[src/rtl/esp_fpga_pkg.sv]
// Shared types and constants for the ESP query front-end.
package esp_fpga_pkg;

    typedef enum logic [1:0] {
        IDLE   = 2'd0,
        SETTLE = 2'd1,
        ACK    = 2'd2
    } esp_query_state_t;

    localparam int SYNC_STAGES_DEF = 2;
    localparam int SETTLE_DEF      = 2;
    localparam int DB_CYCLES_DEF   = 50000;

    localparam int NUM_CH = 16;
    localparam int SEL_W  = 4;

endpackage

[src/rtl/esp_query_ctrl_debounce.sv]
// switch_debounce: one synchronized switch bit in, one registered clean bit out.
// The clean bit follows the input only after the input has differed from it
// on DB_CYCLES consecutive clock edges; any reversal restarts the window.
module switch_debounce #(
    parameter int DB_CYCLES = 4
) (
    input  logic clk,
    input  logic reset,
    input  logic i_din,
    output logic o_clean
);

    localparam int CNT_W = $clog2(DB_CYCLES + 1);
    localparam logic [CNT_W-1:0] CNT_LAST = CNT_W'(DB_CYCLES - 1);
    localparam logic [CNT_W-1:0] CNT_MAX  = {CNT_W{1'b1}};

    logic [CNT_W-1:0] r_cnt;
    logic             r_clean;

    // Count consecutive disagreeing cycles; adopt the new level when the window completes.
    always_ff @(posedge clk or posedge reset) begin
        if (reset) begin
            r_cnt   <= {CNT_W{1'b0}};
            r_clean <= 1'b0;
        end else if (i_din == r_clean) begin
            r_cnt   <= {CNT_W{1'b0}};
        end else if (r_cnt >= CNT_LAST) begin
            r_clean <= i_din;
            r_cnt   <= {CNT_W{1'b0}};
        end else if (r_cnt != CNT_MAX) begin
            r_cnt   <= r_cnt + CNT_W'(1'b1);
        end
    end

    assign o_clean = r_clean;

endmodule

[src/rtl/esp_query_ctrl.sv]
// esp_query_ctrl: synchronizes ESP select/request and board switches, runs a
// four-phase req/ack handshake and holds the registered mux select.
// Optional feature macro: ESP_QUERY_DEBOUNCE_EN -- when defined each switch is
// debounced over DB_CYCLES clocks; otherwise ch_clean is the synchronized
// switch bus delayed by one register.
module esp_query_ctrl
    import esp_fpga_pkg::*;
#(
    parameter int SYNC_STAGES = SYNC_STAGES_DEF,
    parameter int SETTLE      = SETTLE_DEF,
    parameter int DB_CYCLES   = DB_CYCLES_DEF
) (
    input  logic              clk,
    input  logic              reset,
    input  logic [SEL_W-1:0]  esp_sel,
    input  logic              esp_req,
    input  logic [NUM_CH-1:0] ch,
    output logic [SEL_W-1:0]  sel_q,
    output logic [NUM_CH-1:0] ch_clean,
    output logic              esp_ack
);

    // One synchronizer chain carries select, request and switches side by side.
    localparam int SYNC_W = SEL_W + 1 + NUM_CH;
    localparam int CNT_W  = (SETTLE > 0) ? $clog2(SETTLE + 1) : 1;
    localparam logic [CNT_W-1:0] CNT_INIT = CNT_W'(SETTLE);

    logic [SYNC_W-1:0] r_sync [SYNC_STAGES];
    logic [SEL_W-1:0]  w_sel_s;
    logic              w_req_s;
    logic [NUM_CH-1:0] w_ch_s;

    esp_query_state_t  r_state;
    logic [CNT_W-1:0]  r_cnt;
    logic [SEL_W-1:0]  r_sel_q;
    logic              r_ack;

    // Multi-flop synchronizer for every asynchronous input.
    always_ff @(posedge clk or posedge reset) begin
        if (reset) begin
            for (int i = 0; i < SYNC_STAGES; i++) begin
                r_sync[i] <= {SYNC_W{1'b0}};
            end
        end else begin
            r_sync[0] <= {esp_sel, esp_req, ch};
            for (int i = 1; i < SYNC_STAGES; i++) begin
                r_sync[i] <= r_sync[i-1];
            end
        end
    end

    assign w_sel_s = r_sync[SYNC_STAGES-1][SYNC_W-1 -: SEL_W];
    assign w_req_s = r_sync[SYNC_STAGES-1][NUM_CH];
    assign w_ch_s  = r_sync[SYNC_STAGES-1][NUM_CH-1:0];

    // Handshake FSM: capture select on request, wait for settling, then ack until request drops.
    always_ff @(posedge clk or posedge reset) begin
        if (reset) begin
            r_state <= esp_fpga_pkg::IDLE;
            r_cnt   <= {CNT_W{1'b0}};
            r_sel_q <= {SEL_W{1'b0}};
            r_ack   <= 1'b0;
        end else begin
            case (r_state)
                esp_fpga_pkg::IDLE: begin
                    r_ack <= 1'b0;
                    if (w_req_s) begin
                        r_sel_q <= w_sel_s;
                        r_cnt   <= CNT_INIT;
                        r_state <= esp_fpga_pkg::SETTLE;
                    end
                end
                esp_fpga_pkg::SETTLE: begin
                    if (!w_req_s) begin
                        // Aborted request: no ack, the captured select is kept.
                        r_state <= esp_fpga_pkg::IDLE;
                    end else if (r_cnt == {CNT_W{1'b0}}) begin
                        r_ack   <= 1'b1;
                        r_state <= esp_fpga_pkg::ACK;
                    end else begin
                        r_cnt   <= r_cnt - CNT_W'(1'b1);
                    end
                end
                esp_fpga_pkg::ACK: begin
                    if (!w_req_s) begin
                        r_ack   <= 1'b0;
                        r_state <= esp_fpga_pkg::IDLE;
                    end
                end
                default: begin
                    r_ack   <= 1'b0;
                    r_state <= esp_fpga_pkg::IDLE;
                end
            endcase
        end
    end

    assign sel_q   = r_sel_q;
    assign esp_ack = r_ack;

`ifdef ESP_QUERY_DEBOUNCE_EN
    logic [NUM_CH-1:0] w_ch_clean;

    for (genvar g = 0; g < NUM_CH; g++) begin : g_db
        switch_debounce #(
            .DB_CYCLES (DB_CYCLES)
        ) u_db (
            .clk     (clk),
            .reset   (reset),
            .i_din   (w_ch_s[g]),
            .o_clean (w_ch_clean[g])
        );
    end

    assign ch_clean = w_ch_clean;
`else
    logic [NUM_CH-1:0] r_ch_clean;

    // Without debounce the switches are simply re-registered after synchronization.
    always_ff @(posedge clk or posedge reset) begin
        if (reset) begin
            r_ch_clean <= {NUM_CH{1'b0}};
        end else begin
            r_ch_clean <= w_ch_s;
        end
    end

    assign ch_clean = r_ch_clean;
`endif

endmodule

[config.mk]
export PLATFORM = sky130hd
export DESIGN_NAME = esp_query_ctrl
export DESIGN_NICKNAME = d
export VERILOG_FILES = /design/src/rtl/esp_fpga_pkg.sv /design/src/rtl/esp_query_ctrl_debounce.sv /design/src/rtl/esp_query_ctrl.sv
export SDC_FILE = /design/constraint.sdc
export NUM_CORES = 1
export LEC_CHECK = 0
export ABC_AREA = 1
export CORE_MARGIN = 4
export CORE_UTILIZATION = 47
export DETAILED_ROUTE_END_ITERATION = 6
export GPL_TIMING_DRIVEN = 0
export MAX_ROUTING_LAYER = met4
export PLACE_DENSITY = 0.81
export SKIP_LAST_GASP = 1
export SLEW_MARGIN = 10
export SYNTH_ARGS = -nofsm -noshare
export SYNTH_HDL_FRONTEND = slang
export SYNTH_SLANG_ARGS = --single-unit
export TNS_END_PERCENT = 30
[constraint.sdc]
create_clock -name clk -period 2.2 [get_ports clk]
set_clock_uncertainty 0.15 [all_clocks]
set_input_delay 0.22 -clock clk [delete_from_list [all_inputs] [get_ports clk]]
set_output_delay 0.22 -clock clk [all_outputs]
set_load 0.02 [all_outputs]
# Word-level counts from Yosys, hierarchy flattened
# Cells that the tools add are included.
# classes
n_addsub,1
eq_ne,8
mux,13
n_reduce_logical,7
# op_table
cell,count
$mux W2,7
$ne A2 B2 Y1 const B,5
$pmux W2 S3,1
$reduce_and A3 Y1,2
$logic_not A2 Y1,2
$pmux W2 S2,1
$reduce_and A4 Y1,1
$mux W1,3
$ne A3 B3 Y1 const B,1
$eq A2 B1 Y1 const B,1
$eq A2 B2 Y1 const B,1
$pmux W1 S2,1
$reduce_and A2 Y1,1
$reduce_bool A2 Y1,1
$sub A2 B1 Y2 const B,1
# totals
register_bits,67
inputBits,23
output_inout_bits,21
wordCells,36

# Logic depth before layout (Yosys ltp)
# Gate-level depths: netlist of run 1.
# logic_depth
word_depth,4
ltp_mapped,7
ltp_nobuf,7

# Least setup slack after synthesis of run 1
# OpenSTA, ideal clock, no wires.
# synth_path
path_type,flip-flop to flip-flop
from,register r_cnt[0]
to,register r_cnt[0]
setup_time_ns,0.065
arrival_ns,0.913
t_required_ns,1.985
path_slack_ns,1.072
stages_incl_launch_ff,8
n_path_buf,0
synth_period_minus_slack_ns,1.128
cell_sequence,dfrtp_1 inv_1 ha_1 nand2_1 inv_1 nor2_4 nand2_1 nand2_1
# synth_via
elab_chain_len,4
word_cells_on_any_way,7
cone_classes,add/sub: 1; eq/ne: 1; mux: 3; reduce/logical: 2
# synth_lines
element,line,rtl
from (decl),esp_query_ctrl.sv:34,logic [CNT_W-1:0] r_cnt;
from (signal assigned),esp_query_ctrl.sv:60,r_cnt <= {CNT_W{1'b0}};
from (signal assigned),esp_query_ctrl.sv:81,r_cnt <= r_cnt - CNT_W'(1'b1);
$sub A2 B1 Y2,esp_query_ctrl.sv:81,
$mux W2,esp_query_ctrl.sv:77,end else if (r_cnt == {CNT_W{1'b0}}) begin
$mux W2,esp_query_ctrl.sv:74,if (!w_req_s) begin
$pmux W2 S2,esp_query_ctrl.sv:64,case (r_state)
# Parallel ways exist; a longest one is shown, timed or not. The select of a mux whose other input is x is not followed.
# A chain may end at the register's enable or synchronous reset.

# Final worst setup path of run 1
# layout_path
from,"register r_ch_clean[14], in the netlist ch_clean[14]"
to,output ch_clean[14]
# layout_rtl
element,line,rtl
from (decl),esp_query_ctrl.sv:117,logic [NUM_CH-1:0] r_ch_clean;
from (signal assigned),esp_query_ctrl.sv:122,r_ch_clean <= {NUM_CH{1'b0}};
from (signal assigned),esp_query_ctrl.sv:124,r_ch_clean <= w_ch_s;
to (decl),esp_query_ctrl.sv:19,"output logic [NUM_CH-1:0] ch_clean,"
# No word-level cell between the ends.

==> summary.txt, run 1 <==
Clocking
  • H-Tree Depth: 3
  • Number of CTS-inserted buffers: 9
  • Clock-pin slew on the worst setup and hold paths: 0.06 ns
  • Number of sinks on the clock net: 67
  • Clock latency on the worst-skew pair: 0.32 ns
  • Number of buffers inserted to repair setup after CTS: 0
  • Number of buffers inserted by hold repair at cts: 0
  • Largest buffer count on any clock path: 2
  • CTS tree: yes
  • Number of resized instances in the post-cts repair step: 0
  • Clock root buffer: clkbuf_8

Worst setup path
  • Origin of the critical flop-to-flop path: r_cnt[0]
  • Largest stage delay, worst path: 0.61 ns
  • Signal arrival time at the worst endpoint: 1.28 ns
  • Reg-to-reg setup timing slack: 0.87 ns
  • Critical Path Start Type: flop
  • Class of the most critical setup path: flop to output pin
  • Buffering stage count on the worst path with inverters included: 1
  • Worst r2r path cells: 7
  • Crit path max fanout: 1
  • Endpoint of the lowest-slack register-to-register path: r_cnt[0]
  • Setup crit end kind: output pin
  • Slowest library cell on the worst path: clkdlybuf4s50_1
  • CP top delay family: buffers and inverters
  • Worst path cell trace: clkdlybuf4s50_1
  • Worst EP required: 1.83 ns

Synthesis
  • Number of enable flip-flop cells after synthesis: 0
  • Summed instance area of the synthesized netlist: 0.00186 mm2
  • Synth async-reset ratio: 100%
  • Post-synthesis register bit count: 67
  • Synth warn: 0
  • Net count of the mapped netlist: 131
  • Post-synth cell types: 13
  • Sequential area share after synthesis: 90.1%
  • Cell count after synthesis: 107
  • Commonest register cell after synthesis: dfrtp_1
  • Yosys top cell area share: 90.1%
  • Dominant cell type by area after synthesis: dfrtp_1
  • Syn avg cell area: 17.4 um2
  • Most frequent cell after synthesis: dfrtp_1
  • Top cells by instance count after synthesis: 67 x dfrtp_1, 13 x nand2_1, 9 x inv_1, 6 x nor2_1, 4 x o21ai_1
  • Synth top area cells: dfrtp_1 90%, nand2_1 2.6%, inv_1 1.8%

Finish
  • Number of diodes added for antenna fixing: 0
  • Share of the core filled with cells: 68.3%
  • Final net count: 186
  • Share of cells above drive strength 1: 12.1%
  • Area added between synthesis and finish: 37.4%
  • Filler cells: 248
  • Post-route design area: 0.00256 mm2

GRT
  • Number of global-route vias before repair: 1048
  • First-pass GRT wire length: 4.95 mm
  • GRT Util Overall: 13.9%
  • Residual overflow from global routing: 0
  • Maximum number of pins on one net before global-route repair: 39
  • Antenna violations before repair: 0

Timing
  • RSZ-0062 raised after global routing: false
  • Final critical-path setup slack: 0.550 ns
  • Share of the clock period used by the worst path: 75.0%
  • Transition time of the tightest slew-check pin: 0.605 ns
  • Total of endpoints with negative setup slack in the final report: 0
  • F_max: 606 MHz
  • Final count of pins violating max slew: 0
  • Slew margin rel.: 59.6%
  • Final min period: 1.65 ns
  • Final hold viol count: 0

Placed design
  • Detailed placement HPWL: 2.09 mm
  • Placed cell areas: 0.00237 mm2
  • Placer's final routability congestion estimate: 0.650
  • Pre-CTS setup slack: 0.769 ns
  • Number of port buffers: 43

Power
  • Net load switching power: 677 uW
  • Power density of the placed cells: 1070 mW/mm2
  • Static leakage: 0.00118 uW
  • Share of power burned in registers: 51.7%
  • Internal power consumption: 2060 uW
  • Maximum VDD drop: 0.000751 V
  • Relative contribution of the clock network to total power: 33.3%
  • Comb power frac: 15.0%
  • Net switching fraction of the power: 24.8%

Drt
  • Total number of vias: 920
  • Count of antenna-violating nets left after detailed routing: 0
  • Remaining design rule violation count: 0
  • Average wire length per cell after detail routing: 13.4 um
  • Number of DRC markers in iteration 0: 71
  • Detail-routed via count per cell: 4.32
  • Drt pass-1 iters: 4
  • Final Routed Wirelength: 2.86 mm

Outcome
  • Status: finished clean

Die
  • Number of standard-cell rows in the floorplan: 22
  • Number of top-level pins: 44
  • Die outline area: 0.00503 mm2
  • Placeable Area: 0.00374 mm2
  • Starting utilization of the core area: 49.7%
  • Width of the chip: 70.9 um
  • Die height: 70.9 um

Worst hold path
  • Hold WC Path Type: primary input to async pin

Flow run
  • Max-Cap Viols: 0
==> power by group through the flow <==
stage	Combinational (uW)	Clock (uW)	Sequential [uW]
final	410	911	1410
after global routing	454	996	1430
after CTS	415	936	1410
after detailed placement	412	0	1430
after global placement	379	0	1420
after floorplan	151	0	1490
==> final cells by class <==
type	instances	area, um2	area share, %
Sequential cell	67	1680	65.5
Timing Repair Buffer	44	450	17.6
Clock buffer	13	179	6.99
Multi-Input combinational cell	30	148	5.77
Tap cell	48	60.1	2.35
Inverter	10	37.5	1.47
Clock inverter	1	7.51	0.293
==> stage by stage <==
stage	setup TNS, ns	hold slack (ns)	cells	total power [uW]
after global placement	-44.02	0.181	198	1800
after detailed placement	0	0.185	199	1850
final	0	0.140	213	2730
after global routing	0	0.160	213	2880
after floorplan	0	0.101	107	1640
after CTS	0	0.145	213	2760
==> per-layer routing <==
layer	track usage, %	routed length [um]	vias to the layer above
li1	-	-	436
met1	14.9	1050	449
met2	23.6	1640	35
met3	5.54	166	0
met4	4.59	0	0
met5	-	0	-
==> kinds of logic (layout without fill, tap and decap cells) <==
kind of cell / after synthesis / count (layout) / share of synthesized area (%)
compound gates: 5 / 5 / 1.41
fa+ha+maj: 1 / 1 / 0.672
simple gates: 24 / 24 / 5.85
flops: 67 / 67 / 90.1
buf+inv: 10 / 68 / 2.02
==> registers in the layout, indices dropped and copies added (netlist names) <==
| signal | flops |
|---|---|
| r_sync | 42 |
| esp_ack | 1 |
| r_state | 2 |
| ch_clean | 16 |
| r_cnt | 2 |
| sel_q | 4 |
==> worst max path at each step <==
stage,from,end,cells after the start
6_report,ch_clean[14],ch_clean[14],1
4_1_cts,sel_q[1],sel_q[1],1
3_5_place_dp,reset,r_sync[38],3
5_1_grt,ch_clean[1],ch_clean[1],1
2_1_floorplan,reset,ch_clean[0],1
3_3_place_gp,reset,r_sync[40],2
==> placed cells by master, fill, tap and decap left out <==
cell,instances
dfrtp_1,67
clkdlybuf4s50_1,43
nand2_1,13
clkbuf_8,13
inv_1,8
nor2_1,6
o21ai_1,4
inv_2,2
nand2_2,1
o22ai_1,1
nand3_2,1
nor2_4,1
nand3_1,1
nor3_1,1
ha_1,1
clkinvlp_4,1
buf_12,1
No activity file was read; power rests on OpenSTA's default activity.
==> inputs of run 2 (changes only) <==
Clock period 2.2 ns to 1.6 ns, I/O delays scaled along.
==> summary.txt, run 2 (same netlist as run 1, synthesis figures left out) <==
Finish
  • Filler cells: 283 (was 248)
  • Area added between synthesis and finish: 37.3% (was 37.4%)
  • Final net count: 186 (unchanged)
  • Commonest non-fill, non-tap cell in the layout: dfrtp_1 (unchanged)
  • Most frequent cells in the layout: 67 x dfrtp_1, 38 x clkdlybuf4s50_1, 13 x nand2_1 (was 67 x dfrtp_1, 43 x clkdlybuf4s50_1, 13 x nand2_1, 13 x clkbuf_8, 8 x inv_1)
  • Flip-flop count of the largest register after layout: 42 (unchanged)
  • Number of diodes added for antenna fixing: 0 (unchanged)
  • Share of cells above drive strength 1: 10.8% (was 12.1%)
  • Post-route design area: 0.00256 mm2 (about the same)
  • Largest register by flop count: r_sync (unchanged)

Die
  • Die height: 70.9 um (unchanged)
  • Number of standard-cell rows in the floorplan: 22 (unchanged)
  • Starting utilization of the core area: 49.7% (unchanged)
  • Width of the chip: 70.9 um (unchanged)
  • Number of top-level pins: 44 (unchanged)
  • Placeable Area: 0.00374 mm2 (unchanged)
  • Die outline area: 0.00503 mm2 (unchanged)

Timing
  • Final hold viol count: 0 (unchanged)
  • Slew margin rel.: 63.8% (was 59.6%)
  • F_max: 628 MHz
  • RSZ-0062 raised after global routing: true (was false)
  • Final count of pins violating max slew: 0 (unchanged)
  • Final min period: 1.59 ns
  • Share of the clock period used by the worst path: 99.6%
  • Total of endpoints with negative setup slack in the final report: 0 (unchanged)
  • Transition time of the tightest slew-check pin: 0.542 ns (was 0.605 ns)
  • Final critical-path setup slack: 0.00719 ns (was 0.550 ns)

Drt
  • Count of antenna-violating nets left after detailed routing: 0 (unchanged)
  • Number of DRC markers in iteration 0: 38 (was 71)
  • Detail-routed via count per cell: 4.38 (was 4.32)
  • Total number of vias: 938 (was 920)
  • Drt pass-1 iters: 4 (unchanged)
  • Average wire length per cell after detail routing: 13.5 um (was 13.4 um)
  • Remaining design rule violation count: 0 (unchanged)
  • Final Routed Wirelength: 2.90 mm (was 2.86 mm)

Clocking
  • Number of buffers inserted by hold repair at cts: 0 (unchanged)
  • Number of buffers inserted to repair setup after CTS: 0 (unchanged)
  • Number of sinks on the clock net: 67 (unchanged)
  • Number of resized instances in the post-cts repair step: 2 (was 0)
  • CTS tree: yes (unchanged)
  • Clock root buffer: clkbuf_8 (unchanged)
  • Largest buffer count on any clock path: 2 (unchanged)
  • Number of CTS-inserted buffers: 9 (unchanged)
  • H-Tree Depth: 3 (unchanged)
  • Clock latency on the worst-skew pair: 0.33 ns (was 0.32 ns)
  • Clock-pin slew on the worst setup and hold paths: 0.07 ns (was 0.06 ns)

Power
  • Power density of the placed cells: 1460 mW/mm2 (was 1070 mW/mm2)
  • Static leakage: 0.00121 uW (was 0.00118 uW)
  • Maximum VDD drop: 0.000729 V (was 0.000751 V)

GRT
  • Residual overflow from global routing: 0 (unchanged)
  • Number of global-route vias before repair: 1045 (was 1048)
  • Antenna violations before repair: 0 (unchanged)
  • GRT Util Overall: 13.7% (was 13.9%)
  • First-pass GRT wire length: 4.72 mm (was 4.95 mm)
  • Maximum number of pins on one net before global-route repair: 68 (was 39)

Placed design
  • Number of port buffers: 43 (unchanged)
  • Placed cell areas: 0.00236 mm2 (was 0.00237 mm2)
  • Pre-CTS setup slack: -0.183 ns (was 0.769 ns)
  • Detailed placement HPWL: 1.91 mm (was 2.09 mm)
  • Placer's final routability congestion estimate: 0.722 (was 0.650)

Outcome
  • Status: finished clean (unchanged)

Worst setup path
  • Worst EP required: 1.29 ns (was 1.83 ns)
  • Slowest library cell on the worst path: clkdlybuf4s50_1 (unchanged)
  • Class of the most critical setup path: flop to output pin (unchanged)
  • Buffering stage count on the worst path with inverters included: 1 (unchanged)
  • Crit path max fanout: 1 (unchanged)
  • Largest stage delay, worst path: 0.61 ns (about the same)
  • Signal arrival time at the worst endpoint: 1.28 ns (about the same)
  • Setup crit end kind: output pin (unchanged)
  • CP top delay family: buffers and inverters (unchanged)
  • Worst path cell trace: clkdlybuf4s50_1 (unchanged)
  • Critical Path Start Type: flop (unchanged)

Worst hold path
  • Hold WC Path Type: primary input to async pin (unchanged)

Flow run
  • Max-Cap Viols: 0 (unchanged)
## run 2: final cells by class
| type | count | area, um2 | area share (%) |
|---|---|---|---|
| clock buffer | 12 | 135 | 5.29 |
| clock inverter | 3 | 40.0 | 1.57 |
| inverter | 10 | 41.3 | 1.62 |
| multi-input combinational | 30 | 148 | 5.78 |
| sequential | 67 | 1680 | 65.6 |
| tap | 48 | 60.1 | 2.35 |
| timing repair buffer | 44 | 455 | 17.8 |
## run 2: final timing paths
| check | slack [ns] | end | depth (start not counted) | startpoint |
|---|---|---|---|---|
| max | 0.007 | ch_clean[7] | 1 | ch_clean[7] |
| min | 0.07 | ch_clean[8] | 2 | reset |
| max reg2reg | 0.30 | r_cnt[0] | 7 | r_cnt[0] |
| min in group clk | 0.11 | r_sync[30] | 1 | ch[9] |
| min reg2reg | 0.19 | ch_clean[3] | 0 | r_sync[3] |
| max in group asynchronous | 0.66 | r_sync[7] | 3 | reset |
## run 2: layer usage
metal,GRT usage (%),vias up,wire (um)
met5,-,-,0
met3,3.98,12,160
li1,-,435,-
met2,21.5,35,1500
met1,14.2,456,1130
met4,11.3,0,110
## run 2: power by group
| part | total (uW) | switching [uW] | internal, uW |
|---|---|---|---|
| clock network | 1260 | 556 | 707 |
| registers | 1940 | 80.4 | 1860 |
| logic | 537 | 303 | 234 |
| total | 3740 | 939 | 2800 |
## run 2: stage by stage
step	hold slack (ns)	utilization (%)	TNS [ns]	total power, uW	instances
after floorplan	0.0414	-	0	2250	107
after global placement	0.181	62.9	-8.04	2480	198
after detailed placement	0.185	62.9	-12.08	2530	198
after CTS	0.101	67.5	-0.0546	3780	213
after global routing	0.104	68.3	-0.113	3930	214
final	0.0745	68.3	0	3740	214
==> inputs of run 3 (changes only) <==
Settings changed: CORE_UTILIZATION 47 to 50, CTS_BUF_LIST set to sky130_fd_sc_hd__clkbuf_4, PLACE_DENSITY 0.81 to 0.85, TNS_END_PERCENT 30 to not set.
==> summary.txt, run 3 (same netlist as run 1, synthesis figures left out) <==
Finish
  • Filler cells: 246 (was 283)
  • Flip-flop count of the largest register after layout: 42 (unchanged)
  • Final net count: 186 (unchanged)
  • Post-route design area: 0.00247 mm2 (was 0.00256 mm2)
  • Most frequent cells in the layout: 67 x dfrtp_1, 22 x clkdlybuf4s50_1, 21 x dlygate4sd2_1 (was 67 x dfrtp_1, 38 x clkdlybuf4s50_1, 13 x nand2_1)
  • Commonest non-fill, non-tap cell in the layout: dfrtp_1 (unchanged)
  • Area added between synthesis and finish: 32.5% (was 37.3%)
  • Share of cells above drive strength 1: 11.5% (was 10.8%)
  • Largest register by flop count: r_sync (unchanged)
  • Non-filler instance count after layout: 211 (was 214)
  • Number of diodes added for antenna fixing: 0 (unchanged)

Placed design
  • Detailed placement HPWL: 2.04 mm (was 1.91 mm)
  • Placer's final routability congestion estimate: 0.609 (was 0.722)
  • Placed cells: 197 (was 198)
  • Number of port buffers: 43 (unchanged)
  • Placed cell areas: 0.00237 mm2 (was 0.00236 mm2)

Timing
  • Final hold viol count: 0 (unchanged)
  • Transition time of the tightest slew-check pin: 0.517 ns (was 0.542 ns)
  • Share of the clock period used by the worst path: 88.0% (was 99.6%)
  • Total of endpoints with negative setup slack in the final report: 0 (unchanged)
  • Final-layout setup total negative slack: 0 ns (unchanged)
  • Final count of pins violating max slew: 0 (unchanged)
  • F_max: 710 MHz (was 628 MHz)
  • Final min period: 1.41 ns (was 1.59 ns)
  • Slew margin rel.: 65.5% (was 63.8%)
  • RSZ-0062 raised after global routing: false (was true)
  • Min Hold Slack: 0.0236 ns (was 0.0745 ns)

Power
  • Static leakage: 0.00119 uW (was 0.00121 uW)
  • Power density of the placed cells: 1380 mW/mm2 (was 1460 mW/mm2)
  • Post-route total power: 3400 uW (was 3740 uW)
  • Maximum VDD drop: 0.000877 V (was 0.000729 V)

Worst setup path
  • Crit path max fanout: 2 (was 1)
  • Slowest library cell on the worst path: dfrtp_1 (was clkdlybuf4s50_1)
  • Critical Path Start Type: flop (unchanged)
  • Origin of the critical flop-to-flop path: r_cnt[0] (unchanged)
  • CP top delay family: flip-flops (was buffers and inverters)
  • Endpoint of the lowest-slack register-to-register path: r_cnt[0] (unchanged)
  • Largest stage delay, worst path: 0.39 ns (was 0.61 ns)
  • Class of the most critical setup path: flop to output pin (unchanged)
  • Worst r2r path cells: 7 (unchanged)
  • Setup crit end kind: output pin (unchanged)
  • Signal arrival time at the worst endpoint: 1.10 ns (was 1.28 ns)
  • Buffering stage count on the worst path with inverters included: 1 (unchanged)
  • Stages on worst setup path: 1 (unchanged)
  • Worst path cell trace: dlygate4sd2_1 (was clkdlybuf4s50_1)
  • Worst EP required: 1.29 ns (about the same)
  • Reg-to-reg setup timing slack: 0.31 ns (was 0.30 ns)

Clocking
  • Number of buffers inserted by hold repair at cts: 0 (unchanged)
  • Clock latency on the worst-skew pair: 0.38 ns (was 0.33 ns)
  • Number of CTS-inserted buffers: 9 (unchanged)
  • Number of buffers inserted to repair setup after CTS: 0 (unchanged)
  • Clock-pin slew on the worst setup and hold paths: 0.10 ns (was 0.07 ns)
  • H-Tree Depth: 3 (unchanged)
  • Largest buffer count on any clock path: 2 (unchanged)
  • Clock root buffer: clkbuf_4 (was clkbuf_8)
  • Number of sinks on the clock net: 67 (unchanged)
  • CTS tree: yes (unchanged)

Drt
  • Final Routed Wirelength: 2.87 mm (was 2.90 mm)
  • Average wire length per cell after detail routing: 13.6 um (was 13.5 um)
  • Routed met3 length: 213 um (was 160 um)
  • Highest metal layer with signal wires: met4 (unchanged)
  • Routed length on met1: 1.09 mm (was 1.13 mm)
  • Met2 wire length: 1.53 mm (was 1.50 mm)
  • Count of antenna-violating nets left after detailed routing: 0 (unchanged)
  • Drt pass-1 iters: 4 (unchanged)
  • Remaining design rule violation count: 0 (unchanged)
  • Number of DRC markers in iteration 0: 23 (was 38)
  • Total number of vias: 955 (was 938)
  • Detail-routed via count per cell: 4.53 (was 4.38)

Die
  • Placeable Area: 0.00347 mm2 (was 0.00374 mm2)
  • Die height: 69.0 um (was 70.9 um)
  • Starting utilization of the core area: 53.7% (was 49.7%)
  • Number of standard-cell rows in the floorplan: 21 (was 22)
  • Width of the chip: 69.0 um (was 70.9 um)
  • Die outline area: 0.00476 mm2 (was 0.00503 mm2)
  • Number of top-level pins: 44 (unchanged)

GRT
  • Antenna violations before repair: 0 (unchanged)
  • Number of global-route vias before repair: 1024 (was 1045)
  • First-pass GRT wire length: 4.72 mm (unchanged)
  • Residual overflow from global routing: 0 (unchanged)
  • Maximum number of pins on one net before global-route repair: 44 (was 68)
  • GRT Util Overall: 14.0% (was 13.7%)

Worst hold path
  • Hold WC Path Type: primary input to async pin (unchanged)

Flow run
  • Max-Cap Viols: 0 (unchanged)

Outcome
  • Status: finished clean (unchanged)
[run 3: through the flow]
step                      setup slack (ns)  utilization [%]
after global placement              -0.145             67.9
after CTS                            0.147             71.1
after detailed placement             0.288             68.4
after global routing                 0.114             71.1
after floorplan                      0.472                -
final                                0.192             71.1
[run 3: routing by layer]
metal / track usage [%] / up-vias
li1: - / 439
met1: 14.4 / 475
met2: 21.5 / 35
met3: 6.83 / 6
met4: 8.24 / 0
met5: - / -
[run 3: what timing repair did]
action / CTS / global route
resized for setup: 21 / 0
setup endpoints to repair: 21 / 0
hold endpoints to repair: 0 / 0
[run 3: worst max path at each step]
stage                            from           to  slack, ns
after global routing      ch_clean[7]  ch_clean[7]       0.11
after global placement          reset   r_sync[33]      -0.15
after detailed placement        reset   r_sync[21]       0.29
final                        sel_q[2]     sel_q[2]       0.19
after floorplan              r_cnt[0]     r_cnt[0]       0.47
after CTS                 ch_clean[7]  ch_clean[7]       0.15
[run 3: cell type report]
cell class	count	area (um2)	area share [%]
clock buffers	10	75.1	3.04
clock inverters	4	43.8	1.78
inverters	10	41.3	1.67
multi-input cells	30	148	5.99
flip-flops and latches	67	1680	68.0
well taps	46	57.6	2.33
repair buffers	44	424	17.2
[run 3: where the power goes]
group	internal [uW]	leakage, uW	total (uW)	switching [uW]
Sequential	1850	0.000789	1930	79.5
Combinational	203	0.000327	503	300
Clock	468	0.0000695	969	501
Total	2520	0.00119	3400	880
